[src/rtl/store_buffer_if.sv]
// L2 request (pci) and L2 response (cpi) bundle for the store buffer.
// master = store buffer side, slave = L2 side.
interface store_buffer_if;
    logic         pci_valid_o;
    logic         pci_ack_i;
    logic [1:0]   pci_unit_o;
    logic [1:0]   pci_strand_o;
    logic [2:0]   pci_op_o;
    logic [1:0]   pci_way_o;
    logic [25:0]  pci_address_o;
    logic [511:0] pci_data_o;
    logic [63:0]  pci_mask_o;
    logic         cpi_valid_i;
    logic [1:0]   cpi_unit_i;
    logic [1:0]   cpi_strand_i;
    logic [1:0]   cpi_op_i;
    logic         cpi_update_i;

    modport master (
        output pci_valid_o, pci_unit_o, pci_strand_o, pci_op_o,
        output pci_way_o, pci_address_o, pci_data_o, pci_mask_o,
        input  pci_ack_i,
        input  cpi_valid_i, cpi_unit_i, cpi_strand_i, cpi_op_i,
        input  cpi_update_i
    );

    modport slave (
        input  pci_valid_o, pci_unit_o, pci_strand_o, pci_op_o,
        input  pci_way_o, pci_address_o, pci_data_o, pci_mask_o,
        output pci_ack_i,
        output cpi_valid_i, cpi_unit_i, cpi_strand_i, cpi_op_i,
        output cpi_update_i
    );
endinterface

[src/rtl/store_buffer.sv]
// Per-strand pending-store queue: captures stores, issues them to L2,
// retires them on store acks and forwards pending data to own-strand loads.
module store_buffer #(
    parameter logic [1:0] UNIT_ID     = 2'd2,
    parameter int         NUM_STRANDS = 4
) (
    input  logic          clk,
    input  logic          reset,
    input  logic          store_i,
    input  logic          access_i,
    input  logic [1:0]    strand_i,
    input  logic [25:0]   address_i,
    input  logic [511:0]  data_i,
    input  logic [63:0]   mask_i,
    output logic          rollback_o,
    output logic [3:0]    store_resume_strands_o,
    output logic [511:0]  data_o,
    output logic [63:0]   mask_o,
    output logic          store_update_o,
    output logic [4:0]    store_update_set_o,
    store_buffer_if.master bus
);

    typedef enum logic [1:0] {
        EMPTY   = 2'd0,
        PENDING = 2'd1,
        ISSUED  = 2'd2
    } state_e;

    state_e       state_q [NUM_STRANDS];
    state_e       state_d [NUM_STRANDS];
    logic [25:0]  addr_q  [NUM_STRANDS];
    logic [511:0] data_q  [NUM_STRANDS];
    logic [63:0]  mask_q  [NUM_STRANDS];

    logic [1:0]   ptr_q, ptr_d;
    logic [1:0]   sel_q, sel_d;
    logic         req_q, req_d;
    logic         rollback_q, rollback_d;
    logic [3:0]   resume_q, resume_d;
    logic [511:0] fwd_data_q, fwd_data_d;
    logic [63:0]  fwd_mask_q, fwd_mask_d;

    logic         capture;
    logic         resp_match;
    logic         fwd_hit;
    logic         found;
    logic [1:0]   pick;
    logic [1:0]   idx;

    assign capture    = store_i && (state_q[strand_i] == EMPTY);
    assign resp_match = bus.cpi_valid_i && (bus.cpi_unit_i == UNIT_ID)
                     && (bus.cpi_op_i == 2'd1)
                     && (state_q[bus.cpi_strand_i] == ISSUED);
    assign fwd_hit    = (state_q[strand_i] != EMPTY)
                     && (addr_q[strand_i] == address_i);

    // Round-robin search for the first PENDING entry at or after ptr_q.
    always_comb begin
        found = 1'b0;
        pick  = ptr_q;
        idx   = '0;
        for (int k = 0; k < NUM_STRANDS; k++) begin
            idx = ptr_q + 2'(k);
            if (!found && state_q[idx] == PENDING) begin
                found = 1'b1;
                pick  = idx;
            end
        end
    end

    // Next-state: capture/reject, L2 issue handshake, ack retire, forwarding.
    always_comb begin
        state_d    = state_q;
        ptr_d      = ptr_q;
        sel_d      = sel_q;
        req_d      = req_q;
        rollback_d = 1'b0;
        resume_d   = '0;
        fwd_data_d = fwd_data_q;
        fwd_mask_d = '0;

        if (store_i) begin
            rollback_d = !capture;
        end
        if (capture) begin
            state_d[strand_i] = PENDING;
        end

        if (req_q) begin
            if (bus.pci_ack_i) begin
                state_d[sel_q] = ISSUED;
                req_d          = 1'b0;
                ptr_d          = sel_q + 2'd1;
            end
        end else if (found) begin
            req_d = 1'b1;
            sel_d = pick;
        end

        if (resp_match) begin
            state_d[bus.cpi_strand_i]  = EMPTY;
            resume_d[bus.cpi_strand_i] = 1'b1;
        end

        if (access_i) begin
            fwd_data_d = data_q[strand_i];
            if (fwd_hit) begin
                fwd_mask_d = mask_q[strand_i];
            end
        end
    end

    // State registers with synchronous reset; entry payload loads on capture.
    always_ff @(posedge clk) begin
        if (reset) begin
            for (int i = 0; i < NUM_STRANDS; i++) begin
                state_q[i] <= EMPTY;
                addr_q[i]  <= '0;
                data_q[i]  <= '0;
                mask_q[i]  <= '0;
            end
            ptr_q      <= '0;
            sel_q      <= '0;
            req_q      <= 1'b0;
            rollback_q <= 1'b0;
            resume_q   <= '0;
            fwd_data_q <= '0;
            fwd_mask_q <= '0;
        end else begin
            for (int i = 0; i < NUM_STRANDS; i++) begin
                state_q[i] <= state_d[i];
            end
            if (capture) begin
                addr_q[strand_i] <= address_i;
                data_q[strand_i] <= data_i;
                mask_q[strand_i] <= mask_i;
            end
            ptr_q      <= ptr_d;
            sel_q      <= sel_d;
            req_q      <= req_d;
            rollback_q <= rollback_d;
            resume_q   <= resume_d;
            fwd_data_q <= fwd_data_d;
            fwd_mask_q <= fwd_mask_d;
        end
    end

    assign rollback_o             = rollback_q;
    assign store_resume_strands_o = resume_q;
    assign data_o                 = fwd_data_q;
    assign mask_o                 = fwd_mask_q;
    assign store_update_o         = resp_match && bus.cpi_update_i;
    assign store_update_set_o     = addr_q[bus.cpi_strand_i][4:0];

    assign bus.pci_valid_o   = req_q;
    assign bus.pci_unit_o    = req_q ? UNIT_ID : 2'd0;
    assign bus.pci_strand_o  = sel_q;
    assign bus.pci_op_o      = req_q ? 3'd1 : 3'd0;
    assign bus.pci_way_o     = 2'd0;
    assign bus.pci_address_o = addr_q[sel_q];
    assign bus.pci_data_o    = data_q[sel_q];
    assign bus.pci_mask_o    = mask_q[sel_q];

endmodule

[src/flat_wrapper.sv]
// flat-port wrapper written by rule: the top's interface ports become plain ports
module store_buffer_flat 
#(
    parameter logic [1:0] UNIT_ID     = 2'd2,
    parameter int         NUM_STRANDS = 4
)
  (clk, reset, store_i, access_i, strand_i, address_i, data_i, mask_i, rollback_o, store_resume_strands_o, data_o, mask_o, store_update_o, store_update_set_o, bus_pci_valid_o, bus_pci_unit_o, bus_pci_strand_o, bus_pci_op_o, bus_pci_way_o, bus_pci_address_o, bus_pci_data_o, bus_pci_mask_o, bus_pci_ack_i, bus_cpi_valid_i, bus_cpi_unit_i, bus_cpi_strand_i, bus_cpi_op_i, bus_cpi_update_i);
  store_buffer_if bus_i ();
  input  logic clk;
  input  logic reset;
  input  logic store_i;
  input  logic access_i;
  input  logic [1:0] strand_i;
  input  logic [25:0] address_i;
  input  logic [511:0] data_i;
  input  logic [63:0] mask_i;
  output logic rollback_o;
  output logic [3:0] store_resume_strands_o;
  output logic [511:0] data_o;
  output logic [63:0] mask_o;
  output logic store_update_o;
  output logic [4:0] store_update_set_o;
  output wire logic [$bits(bus_i.pci_valid_o)-1:0] bus_pci_valid_o;
  output wire logic [$bits(bus_i.pci_unit_o)-1:0] bus_pci_unit_o;
  output wire logic [$bits(bus_i.pci_strand_o)-1:0] bus_pci_strand_o;
  output wire logic [$bits(bus_i.pci_op_o)-1:0] bus_pci_op_o;
  output wire logic [$bits(bus_i.pci_way_o)-1:0] bus_pci_way_o;
  output wire logic [$bits(bus_i.pci_address_o)-1:0] bus_pci_address_o;
  output wire logic [$bits(bus_i.pci_data_o)-1:0] bus_pci_data_o;
  output wire logic [$bits(bus_i.pci_mask_o)-1:0] bus_pci_mask_o;
  input wire logic [$bits(bus_i.pci_ack_i)-1:0] bus_pci_ack_i;
  input wire logic [$bits(bus_i.cpi_valid_i)-1:0] bus_cpi_valid_i;
  input wire logic [$bits(bus_i.cpi_unit_i)-1:0] bus_cpi_unit_i;
  input wire logic [$bits(bus_i.cpi_strand_i)-1:0] bus_cpi_strand_i;
  input wire logic [$bits(bus_i.cpi_op_i)-1:0] bus_cpi_op_i;
  input wire logic [$bits(bus_i.cpi_update_i)-1:0] bus_cpi_update_i;
  assign bus_pci_valid_o = bus_i.pci_valid_o;
  assign bus_pci_unit_o = bus_i.pci_unit_o;
  assign bus_pci_strand_o = bus_i.pci_strand_o;
  assign bus_pci_op_o = bus_i.pci_op_o;
  assign bus_pci_way_o = bus_i.pci_way_o;
  assign bus_pci_address_o = bus_i.pci_address_o;
  assign bus_pci_data_o = bus_i.pci_data_o;
  assign bus_pci_mask_o = bus_i.pci_mask_o;
  assign bus_i.pci_ack_i = bus_pci_ack_i;
  assign bus_i.cpi_valid_i = bus_cpi_valid_i;
  assign bus_i.cpi_unit_i = bus_cpi_unit_i;
  assign bus_i.cpi_strand_i = bus_cpi_strand_i;
  assign bus_i.cpi_op_i = bus_cpi_op_i;
  assign bus_i.cpi_update_i = bus_cpi_update_i;
  store_buffer #(.UNIT_ID(UNIT_ID), .NUM_STRANDS(NUM_STRANDS)) u_core (.clk(clk), .reset(reset), .store_i(store_i), .access_i(access_i), .strand_i(strand_i), .address_i(address_i), .data_i(data_i), .mask_i(mask_i), .rollback_o(rollback_o), .store_resume_strands_o(store_resume_strands_o), .data_o(data_o), .mask_o(mask_o), .store_update_o(store_update_o), .store_update_set_o(store_update_set_o), .bus(bus_i));
endmodule
[config.mk]
export PLATFORM = sky130hd
export DESIGN_NAME = store_buffer_flat
export DESIGN_NICKNAME = d
export VERILOG_FILES = /design/src/rtl/store_buffer_if.sv /design/src/rtl/store_buffer.sv /design/src/flat_wrapper.sv
export SDC_FILE = /design/constraint.sdc
export NUM_CORES = 2
export LEC_CHECK = 0
export BUFFER_PORTS_ARGS = -buffer_cell sky130_fd_sc_hd__buf_2
export CAP_MARGIN = 25
export CORE_AREA = 2 2 703 705
export CTS_BUF_LIST = sky130_fd_sc_hd__clkbuf_16
export CTS_CLUSTER_DIAMETER = 40
export DETAILED_ROUTE_END_ITERATION = 8
export DIE_AREA = 0 0 705 707
export GPL_TIMING_DRIVEN = 0
export PLACE_DENSITY = 0.43
export SLEW_MARGIN = 40
export SYNTH_ARGS = -nofsm -noshare
export SYNTH_HDL_FRONTEND = slang
export SYNTH_SLANG_ARGS = --single-unit
[constraint.sdc]
create_clock -name clk -period 26.3 [get_ports clk]
set_input_delay 3.945 -clock clk [delete_from_list [all_inputs] [get_ports clk]]
set_output_delay 3.945 -clock clk [all_outputs]
set_load 0.005 [all_outputs]
==> flow_summary.yaml <==
yosys:
  post_synth_xor_area_fraction_pct: 0.189
  synth_compound_gate_area_share_pct: 0.228
  synth.top_cells.by_count: "edfxtp_1, nor2_1, mux4_2"
  synthFlopType: "edfxtp_1"
  synthMostInstantiatedCell: "edfxtp_1"
  synth-seq-cells: 3004
  ys_warn_count: 0
  synth-edff-count: 2408
  syn-mean-instance-area_sq_um: 14.6
  yosys.area_share.simple_pct: 9.19
  synthArstFlopShare_pct: 0
  synth_sequential_area_ratio_pct: 62.5
  netlist.top_cell.by_area: "edfxtp_1"
  cells_taking_the_most_area_after_synthesis: "edfxtp_1, mux4_2, dfxtp_1"
  syn_inst: 9225
  post_syn_area_sq_um: 135000
  synth_adder_area_share_pct: 0.0371
  synth_cell_types: 50
  synth.mux.area_fraction_pct: 24.0
  synth_top_family_by_area: "multiplexers"
  synth_top_area_share_pct: 53.7
power:
  powerDensity_nw_per_um2: 85.0
  power.static_leakage_uw: 0.0710
  netSwitchingPower_uw: 4020
  combinationalPowerShare_pct: 12.9
  power.sequential.fraction_pct: 37.6
  switching_share_pct: 27.1
  internal_power_uw: 10800
  power.ir.vdd_worst_uv: 63.8
  clock_power_share_pct: 49.5
clock_network:
  clock_tree.buffer_depth: 4
  tritoncts: "yes"
  cts_inserted_buffers: 560
  htreeDepth: 6
  numClockSinks: 3004
  hold_buf_count_cts: 0
  cts_setup_buffers: 0
  worst_setup_hold_path_clk_slew_ns: 0.05
  cts_resized: 0
  worst_skew_late_latency_ns: 1.07
  buffer_cell_driving_the_clock_tree_root: "clkbuf_16"
timing:
  report.final.slew_viol_count: 0
  grt_setup_unrepaired: "false"
  final_min_period_over_clock_period_pct: 36.2
  finalHoldViolations: 0
  final.min_clock_period_ns: 9.53
  setup_viol: 0
  clock-skew-final_ns: 0.0794
  setup_tns_ns: 0
  worstMarginPinSlew_ns: 0.917
  max-slew-margin-rel_pct: 38.9
  clock.fmax_ghz: 0.105
  holdWs_ns: 0.487
placement:
  detailed_place.area_sq_um: 155000
  gp_routability_congestion: 0.868
  total_of_buffers_placed_on_input_and_output_ports: 1805
  placed_cells: 17700
  dpl.hpwl_mm: 467
final_layout:
  drive_above_1_share_pct: 36.4
  total_number_of_nets_in_the_final_design: 12400
  finish.utilization_pct: 35.5
  syn_to_final_growth_pct: 29.7
  post_layout_nonfiller_instances: 18800
  design_area_sq_um: 175000
outcome:
  status: "finished clean"
drt:
  first_pass_iters: 6
  drc: 0
  routed-via-count: 93400
  routedWlPerCell_microns: 32.5
  via_per_inst: 4.97
  drt_first_iter_violations: 8047
  postRouteAntennaNets: 0
  post_detailed_routing_wire_length_mm: 611
die:
  die_width_microns: 705
  fp.dieArea_sq_um: 498000
  std_cell_rows: 258
  num_io_pins: 1816
  core_area_sq_um: 492000
  floorplan.initialDensity_pct: 27.4
  die-height_microns: 707
setup_path:
  criticalPathCategory: "primary input to output port"
  cp_slowest_cell: "a211oi_2"
  critical_path_buf_inv_count: 2
  setup.worst_path.start: "bus_cpi_unit_i[0]"
  critPathMaxFanout: 8
  cp_slowest_stage_delay_ns: 0.64
  crit-reg2reg-capture: "u_core.data_q[0][70]"
  ff2ff_setup_slack_ns: 21.56
  cp_num_cells: 6
  cp-endpoint: "store_update_o"
  critPathMostFrequentCell: "buf_2"
  worstReg2RegStart: "u_core.state_q[0]"
  data_arrival_time_of_the_critical_path_ns: 5.59
  critical_path.top_delay_family: "simple AND/OR/NAND/NOR gates"
  worst_ep_required_time_ns: 22.35
  critical_path.endpoint_type: "output port"
  crit_chain: "buf_2 -> nor3b_1 -> nand3_1 -> a211oi_2 -> and2_1 -> buf_2"
  ff2ff_path_depth: 14
  timing.critical_path.from_type: "primary input"
global_routing:
  grt_antenna_before_repair: 250
  grt_pass1_vias: 95900
  pin_count_of_the_biggest_net_entering_global_routing: 31
  grt_usage_pct: 23.7
  first_pass_grt_wire_length_mm: 815
  global_route.overflow_total: 0
worst_hold_path:
  hold_class: "flip-flop to flip-flop"
  worstHoldPathCells: 2
job:
  maxCapViolations: 0
[how the worst min path moves through the flow]
stage | startpoint | endpoint | slack [ns]
floorplan | u_core.state_q[1] | u_core.state_q[1] | 0.48
global placement | u_core.data_o[347] | u_core.data_o[347] | 0.47
detailed placement | u_core.data_o[229] | u_core.data_o[229] | 0.48
CTS | u_core.data_o[511] | u_core.data_o[511] | 0.49
global route | u_core.data_o[53] | u_core.data_o[53] | 0.51
finish | u_core.data_o[413] | u_core.data_o[413] | 0.49
[tightest hold or removal path, delay by kind of cell, from the launching register on]
| kind | cells | cell delay [ns] |
|---|---|---|
| flip-flops | 1 | 0.32 |
| AND/OR/NAND/NOR | 1 | 0.07 |
| multiplexers | 1 | 0.06 |
[cells in the final DEF, fill, tap and decap left out, drive strengths merged, types with 2 or more instances in the layout]
cell,n
a2111oi,3
a211oi,6
a21o,4
a21oi,9
a221oi,2
a22oi,2
a31o,2
a31oi,2
and2,3
and3,2
buf,2322
bufinv,67
clkbuf,888
clkinv,235
clkinvlp,36
conb,5
dfxtp,596
diode,93
edfxtp,2408
ha,4
inv,737
mux2i,526
mux4,1203
nand2,671
nand2b,7
nand3,3
nand4,2
nor2,2340
nor2b,7
nor3,6
nor3b,5
nor4,68
o21ai,3
o22ai,2
xnor2,8
xor2,21
[registers in the layout (all words and copies together) (netlist names), 2 cells and up, named ones only]
register / flops
u_core.addr_q: 104
u_core.bus.pci_strand_o: 2
u_core.data_o: 512
u_core.data_q: 2048
u_core.mask_o: 64
u_core.mask_q: 256
u_core.ptr_q: 2
u_core.state_q: 8
u_core.store_resume_strands_o: 4
[area by class of cell]
class,instances,area [sq um]
diodes,93,233
plain buffers,692,3130
clock buffers,572,14300
clock inverters,468,4970
fillers,48000,317000
inverters,607,2280
multi-input cells,4926,45500
flip-flops and latches,3004,84200
well taps,6500,8130
repair buffers,1946,12000
[cells by family (layout without fill, tap and decap cells)]
family | count (synthesis) | count (layout)
AO/OA/AOI/OAI | 42 | 42
XOR/XNOR | 29 | 29
adder cells (fa/ha/maj) | 4 | 4
buffers and inverters | 1299 | 4285
flip-flops | 3004 | 3004
multiplexers | 1729 | 1729
other | 1 | 98
AND/OR/NAND/NOR | 3117 | 3117
[power groups by stage]
stage          combinational, uW  clock [uW]  sequential, uW
3_5_place_dp                1950           0            5670
6_report                    1920        7350            5580
2_1_floorplan                895           0            5730
4_1_cts                     1960        7460            5580
3_3_place_gp                1880           0            5890
5_1_grt                     2010        7680            5610
[metrics by stage]
| step | setup slack (ns) | total power (uW) |
|---|---|---|
| final | 16.77 | 14900 |
| after floorplan | 7.86 | 6630 |
| after global routing | 16.69 | 15300 |
| after detailed placement | 16.58 | 7620 |
| after CTS | 16.73 | 15000 |
| after global placement | -9.58 | 7770 |
[routing by layer]
layer  track usage, %  vias up  share of wire [%]
li1                 -    39100                  -
met1             27.1    48900                 36
met2             40.4     4077                 50
met3             6.66     1145                8.2
met4             11.9      104                5.7
met5                0        -               0.11
Note: power is estimated with default switching activity, not from simulation.
